### config.mk
export PLATFORM = sky130hd
export DESIGN_NAME = pc_update_sequencer_flat
export DESIGN_NICKNAME = d
export VERILOG_FILES = /design/src/rtl/pc_update_sequencer_if.sv /design/src/rtl/pc_update_sequencer.sv /design/src/flat_wrapper.sv
export SDC_FILE = /design/constraint.sdc
export NUM_CORES = 1
export LEC_CHECK = 0
export BUFFER_PORTS_ARGS = -buffer_cell sky130_fd_sc_hd__buf_2
export CORE_UTILIZATION = 40
export CTS_CLUSTER_DIAMETER = 120
export CTS_CLUSTER_SIZE = 12
export DETAILED_ROUTE_END_ITERATION = 10
export PLACE_DENSITY = 0.8
export SLEW_MARGIN = 10
export SYNTH_ARGS = -nofsm -noshare
export SYNTH_HDL_FRONTEND = slang
export SYNTH_SLANG_ARGS = --single-unit
### constraint.sdc
create_clock -name clk -period 1.6 [get_ports clk]
set_input_delay 0.32 -clock clk [delete_from_list [all_inputs] [get_ports clk]]
set_output_delay 0.32 -clock clk [all_outputs]
set_load 0.02 [all_outputs]
### src/rtl/pc_update_sequencer_if.sv
// Request/response bundle between the main control unit and the PC update sequencer.
// The control unit is the master; the sequencer is the slave.
interface pc_update_sequencer_if;
    logic        req;
    logic [2:0]  kind;
    logic        branch_taken;
    logic        exc_invalid;
    logic        exc_ovf;
    logic        exc_div0;
    logic [1:0]  pc_source;
    logic        pc_write;
    logic        epc_write;
    logic        mem_read;
    logic [31:0] exc_addr;
    logic [1:0]  exc_cause;
    logic        busy;
    logic        done;

    modport master (
        output req, kind, branch_taken, exc_invalid, exc_ovf, exc_div0,
        input  pc_source, pc_write, epc_write, mem_read, exc_addr, exc_cause, busy, done
    );

    modport slave (
        input  req, kind, branch_taken, exc_invalid, exc_ovf, exc_div0,
        output pc_source, pc_write, epc_write, mem_read, exc_addr, exc_cause, busy, done
    );
endinterface

### src/rtl/pc_update_sequencer.sv
// Multicycle controller sequencing every PC update, including the EPC save and
// handler-vector fetch for exceptions. All outputs come straight from flops.
module pc_update_sequencer #(
    parameter int unsigned MEM_WAIT = 2
) (
    input  logic                 clk,
    input  logic                 reset,
    pc_update_sequencer_if.slave bus
);
    localparam int unsigned CNT_W  = 3;
    localparam int unsigned ADDR_W = 32;

    localparam logic [1:0] SRC_JUMP = 2'b00;
    localparam logic [1:0] SRC_EPC  = 2'b01;
    localparam logic [1:0] SRC_MEM  = 2'b10;
    localparam logic [1:0] SRC_ALU  = 2'b11;

    localparam logic [1:0] CAUSE_INV  = 2'b01;
    localparam logic [1:0] CAUSE_OVF  = 2'b10;
    localparam logic [1:0] CAUSE_DIV0 = 2'b11;

    typedef enum logic [2:0] {
        ST_IDLE,
        ST_UPDATE,
        ST_EXC_EPC,
        ST_EXC_READ,
        ST_EXC_LOAD
    } state_e;

    state_e            state_q;
    logic [CNT_W-1:0]  cnt_q;
    logic [1:0]        pc_source_q;
    logic              pc_write_q;
    logic              epc_write_q;
    logic              mem_read_q;
    logic [ADDR_W-1:0] exc_addr_q;
    logic [1:0]        exc_cause_q;
    logic              busy_q;
    logic              done_q;

    // Request decode: exception cause by priority, and the PC update for plain requests.
    logic       exc_any_c;
    logic [1:0] cause_c;
    logic [1:0] src_c;
    logic       wr_c;
    logic [ADDR_W-1:0] vector_c;

    always_comb begin
        exc_any_c = bus.exc_invalid | bus.exc_ovf | bus.exc_div0;
        cause_c   = 2'b00;
        if (bus.exc_invalid)   cause_c = CAUSE_INV;
        else if (bus.exc_ovf)  cause_c = CAUSE_OVF;
        else if (bus.exc_div0) cause_c = CAUSE_DIV0;

        src_c = SRC_ALU;
        wr_c  = 1'b1;
        case (bus.kind)
            3'b001:  src_c = SRC_JUMP;
            3'b010:  wr_c  = bus.branch_taken;
            3'b011:  src_c = SRC_EPC;
            default: ;
        endcase

        // Vectors 253..255 map onto causes 01..11.
        vector_c = ADDR_W'(252) + ADDR_W'(exc_cause_q);
    end

    // Outputs are loaded on each transition so they are valid during the state they belong to.
    always_ff @(posedge clk) begin
        if (reset) begin
            state_q     <= ST_IDLE;
            cnt_q       <= '0;
            pc_source_q <= SRC_JUMP;
            pc_write_q  <= 1'b0;
            epc_write_q <= 1'b0;
            mem_read_q  <= 1'b0;
            exc_addr_q  <= '0;
            exc_cause_q <= 2'b00;
            busy_q      <= 1'b0;
            done_q      <= 1'b0;
        end else begin
            case (state_q)
                ST_IDLE: begin
                    if (bus.req && exc_any_c) begin
                        state_q     <= ST_EXC_EPC;
                        exc_cause_q <= cause_c;
                        epc_write_q <= 1'b1;
                        busy_q      <= 1'b1;
                    end else if (bus.req) begin
                        state_q     <= ST_UPDATE;
                        pc_source_q <= src_c;
                        pc_write_q  <= wr_c;
                        done_q      <= 1'b1;
                        busy_q      <= 1'b1;
                    end
                end
                ST_UPDATE: begin
                    state_q    <= ST_IDLE;
                    pc_write_q <= 1'b0;
                    done_q     <= 1'b0;
                    busy_q     <= 1'b0;
                end
                ST_EXC_EPC: begin
                    state_q     <= ST_EXC_READ;
                    cnt_q       <= CNT_W'(MEM_WAIT - 1);
                    epc_write_q <= 1'b0;
                    mem_read_q  <= 1'b1;
                    exc_addr_q  <= vector_c;
                end
                ST_EXC_READ: begin
                    if (cnt_q == '0) begin
                        state_q     <= ST_EXC_LOAD;
                        mem_read_q  <= 1'b0;
                        pc_source_q <= SRC_MEM;
                        pc_write_q  <= 1'b1;
                        done_q      <= 1'b1;
                    end else begin
                        cnt_q <= cnt_q - CNT_W'(1);
                    end
                end
                ST_EXC_LOAD: begin
                    state_q    <= ST_IDLE;
                    pc_write_q <= 1'b0;
                    done_q     <= 1'b0;
                    busy_q     <= 1'b0;
                    exc_addr_q <= '0;
                end
                default: begin
                    state_q     <= ST_IDLE;
                    pc_write_q  <= 1'b0;
                    epc_write_q <= 1'b0;
                    mem_read_q  <= 1'b0;
                    exc_addr_q  <= '0;
                    busy_q      <= 1'b0;
                    done_q      <= 1'b0;
                end
            endcase
        end
    end

    assign bus.pc_source = pc_source_q;
    assign bus.pc_write  = pc_write_q;
    assign bus.epc_write = epc_write_q;
    assign bus.mem_read  = mem_read_q;
    assign bus.exc_addr  = exc_addr_q;
    assign bus.exc_cause = exc_cause_q;
    assign bus.busy      = busy_q;
    assign bus.done      = done_q;

endmodule
### src/flat_wrapper.sv
// flat-port wrapper written by rule: the top's interface ports become plain ports
module pc_update_sequencer_flat 
#(
    parameter int unsigned MEM_WAIT = 2
)
  (clk, reset, bus_req, bus_kind, bus_branch_taken, bus_exc_invalid, bus_exc_ovf, bus_exc_div0, bus_pc_source, bus_pc_write, bus_epc_write, bus_mem_read, bus_exc_addr, bus_exc_cause, bus_busy, bus_done);
  pc_update_sequencer_if bus_i ();
  input  logic clk;
  input  logic reset;
  input wire logic [$bits(bus_i.req)-1:0] bus_req;
  input wire logic [$bits(bus_i.kind)-1:0] bus_kind;
  input wire logic [$bits(bus_i.branch_taken)-1:0] bus_branch_taken;
  input wire logic [$bits(bus_i.exc_invalid)-1:0] bus_exc_invalid;
  input wire logic [$bits(bus_i.exc_ovf)-1:0] bus_exc_ovf;
  input wire logic [$bits(bus_i.exc_div0)-1:0] bus_exc_div0;
  output wire logic [$bits(bus_i.pc_source)-1:0] bus_pc_source;
  output wire logic [$bits(bus_i.pc_write)-1:0] bus_pc_write;
  output wire logic [$bits(bus_i.epc_write)-1:0] bus_epc_write;
  output wire logic [$bits(bus_i.mem_read)-1:0] bus_mem_read;
  output wire logic [$bits(bus_i.exc_addr)-1:0] bus_exc_addr;
  output wire logic [$bits(bus_i.exc_cause)-1:0] bus_exc_cause;
  output wire logic [$bits(bus_i.busy)-1:0] bus_busy;
  output wire logic [$bits(bus_i.done)-1:0] bus_done;
  assign bus_i.req = bus_req;
  assign bus_i.kind = bus_kind;
  assign bus_i.branch_taken = bus_branch_taken;
  assign bus_i.exc_invalid = bus_exc_invalid;
  assign bus_i.exc_ovf = bus_exc_ovf;
  assign bus_i.exc_div0 = bus_exc_div0;
  assign bus_pc_source = bus_i.pc_source;
  assign bus_pc_write = bus_i.pc_write;
  assign bus_epc_write = bus_i.epc_write;
  assign bus_mem_read = bus_i.mem_read;
  assign bus_exc_addr = bus_i.exc_addr;
  assign bus_exc_cause = bus_i.exc_cause;
  assign bus_busy = bus_i.busy;
  assign bus_done = bus_i.done;
  pc_update_sequencer #(.MEM_WAIT(MEM_WAIT)) u_core (.clk(clk), .reset(reset), .bus(bus_i));
endmodule
==> metrics.txt <==
status=finished, final reports clean; Clk network pwr share=~23%; GRT overflow=0; DRC Markers=0; vias in the first global route=between 600 and 700; DRT Pass-1 Iters=4; RSZ-0062 raised after global routing=no; setup slack, reg-to-reg=approximately 0.15 ns; routability cong.=0.802; CP max-delay cell=dfxtp_1; Layout area overhead=4.71%; Syn Area/Cell=between 8 and 9 µm²; layout cells sized above 1=between 20% and 30%; Detailed Route Iter0 Violations=16; initial antenna violation count=0; CTS root buffer=clkbuf_4; cell area after synthesis=1120 µm²; Setup crit start=u_core.cnt_q[0]; CP Max Fanout=5; VDD IR-drop max=roughly 0.7 mV; Seq cells post-synth=18; reg2reg end=u_core.bus.pc_write; TNS Setup=0 ns; number of buffers created by CTS=3; clock-pin slew of the registers on the worst-case setup and hold paths=around 0.11 ns; post-synth top area share=roughly a third; worst hold path type=in2reg; EDFF count, synth=0; Die Ht=around 55 µm; TritonCTS clock tree=yes; sw power=0.468 mW; Critical Path AT=around 1.7 ns; first-pass GRT wire length=between 2000 and 3000 µm; largest net degree at the start of global routing=17; asr flop ratio synth=0%; Max Cap Violations=0; Switching Share=a little under two fifths; crit-path cells=inv_1 -> ha_1 -> and3b_1 -> o22ai_2 -> mux2i_1 -> nor2_1; Main synth FF type=dfxtp_1; crit end category=flip-flop; r2r worst-path depth=6; Setup Skew=slightly above 0.006 ns; Max Buffers Root-to-Sink=2; Worst Setup EP=u_core.bus.pc_write; Synth area leaders=dfxtp_1, buf_4, a21oi_1, buf_6, mux2i_1; Reg-to-Reg Start=u_core.cnt_q[0]; WHS Path Cells=2; Vias=between 800 and 900; Lkg Pwr=between 0.5 and 0.6 nW; Cells after Synth=between 100 and 150; min cycle time layout=between 1 and 1.5 ns; WP depth=6; drt wl/cell=between 10 and 15 µm; fillers=between 200 and 300; Detail Placement HPWL=~1400 µm; post-layout net count=approximately 160; Post-synth top cells=buf_4, dfxtp_1, inv_1, nor2_1; P_int=between 0.8 and 0.9 mW; DIE AREA=3010 µm²; DRT antenna net count=0; pwr dens=1090 nW/µm²; Slew Viols, Final=0; GRT Total Usage=approximately 14%; Hold Fails Final Rpt=0; Seq/Total Area, Yosys=between 30 and 40%; total wire length=1840 µm; port bufs=26; number of vias per cell=about 4.7; Die W=54.8 µm; # IOs=51; FMAX=~0.7 GHz; Yosys top cell by area=dfxtp_1; clk sink count=18; worst path required time=between 1.5 and 2 ns; yosys warns=0; CORE AREA=about 2600 µm²; Clock Latency Late Sink=roughly 0.31 ns; number of diodes=0; WHS=about 0.25 ns; H-tree lvl count=1; initial core utilization=a little over two fifths; count leader, synth=buf_4; CP top delay family=flip-flops; Setup CP Type=reg2reg; Worst Setup Start Kind=flip-flop; fin crit share=between 90% and 100%; logic gate share of total power=~34%; Setup violations, final=0; CP Buf/Inv Count=1; max incr delay on CP=0.33 ns; Rows=18; power share of the sequential group=around 43%; synth unique cells=39
[placed cells by master, fill, tap and decap left out, types with 2 or more instances in the layout]
master / n
clkbuf_4: 3
buf_4: 2
nor2b_1: 3
mux2i_1: 3
a21o_1: 2
buf_2: 26
nand2b_1: 2
nor3_1: 6
nor4b_1: 2
dfxtp_1: 18
conb_1: 24
nor2_1: 8
a31oi_1: 3
o21ai_0: 2
ha_1: 2
nand2_1: 7
a21oi_1: 7
inv_1: 8
[stage by stage]
stage / util (%) / power (mW) / instances / worst slack, ns / instance area, µm²
after global routing: 45.5 / 1.35 / 181 / 0.00529 / 1170
final: 45.5 / 1.27 / 181 / 0.151 / 1170
after CTS: 45.4 / 1.28 / 181 / 0.0950 / 1170
after global placement: 44.0 / 0.983 / 177 / 0.174 / 1130
after detailed placement: 44.0 / 0.986 / 177 / 0.118 / 1130
after floorplan: - / 0.952 / 152 / 0.271 / 1200
[registers in the layout, indices dropped and copies added, names as in the netlist]
name                  cells
u_core.state_q            3
u_core.bus.pc_write       1
u_core.bus.exc_addr       3
u_core.cnt_q              3
u_core.bus.busy           1
u_core.bus.done           1
u_core.bus.mem_read       1
u_core.bus.epc_write      1
u_core.bus.exc_cause      2
u_core.bus.pc_source      2
[worst min path at each step]
stage / from / endpoint / slack, ns
floorplan: reset / u_core.bus.exc_cause[0] / 0.39
global placement: u_core.bus.done / u_core.bus.done / 0.44
detailed placement: u_core.bus.done / u_core.bus.done / 0.44
CTS: bus_exc_ovf / u_core.bus.exc_cause[0] / 0.24
global route: bus_exc_ovf / u_core.bus.exc_cause[0] / 0.25
finish: bus_exc_ovf / u_core.bus.exc_cause[0] / 0.25
[final cells by class]
class / count / area [µm²] / share of cell area, %
Tap cell: 30 / 37.5 / 3.21
Sequential cell: 18 / 360 / 30.8
Multi-Input combinational cell: 93 / 559 / 47.9
Inverter: 8 / 30.0 / 2.57
Timing Repair Buffer: 28 / 145 / 12.4
Clock buffer: 4 / 36.3 / 3.10
[metal layers]
metal | wire (µm) | up-vias | share of wire (%) | track usage [%]
met1 | 822 | 387 | 45 | 17.0
met4 | 23 | 0 | 1.3 | 3.85
met3 | 138 | 5 | 7.5 | 5.00
met2 | 853 | 38 | 46 | 22.5
li1 | - | 429 | - | -
met5 | 0 | - | 0 | 0
[power by group through the flow]
stage,Sequential (mW),Clock [mW],Combinational (mW)
after floorplan,0.592,0,0.360
after global placement,0.557,0,0.426
after detailed placement,0.557,0,0.429
after CTS,0.548,0.304,0.431
after global routing,0.557,0.317,0.477
final,0.547,0.295,0.429
[worst register-to-register path, delay by kind of cell, from the launching register on]
| family | cells | cell delay [ns] |
|---|---|---|
| adder cells (fa/ha/maj) | 1 | 0.22 |
| flip-flops | 1 | 0.33 |
| AND/OR/NAND/NOR | 2 | 0.29 |
| buffers and inverters | 1 | 0.08 |
| AO/OA/AOI/OAI | 1 | 0.21 |
| multiplexers | 1 | 0.20 |
[cell families after synthesis]
group	synth area share (%)
buf+inv	25.6
simple gates	21.1
compound gates	15.0
flops	32.3
mux	2.69
fa+ha+maj	2.24
other cells	0.336
xor+xnor	0.785
[repair_timing]
| item | CTS | global route |
|---|---|---|
| endpoints found under the setup margin | 0 | 1 |
| hold buffers | 0 | 0 |
| resized for setup | 0 | 1 |
| setup buffers | 0 | 0 |
(Power assumes the default switching activity.)
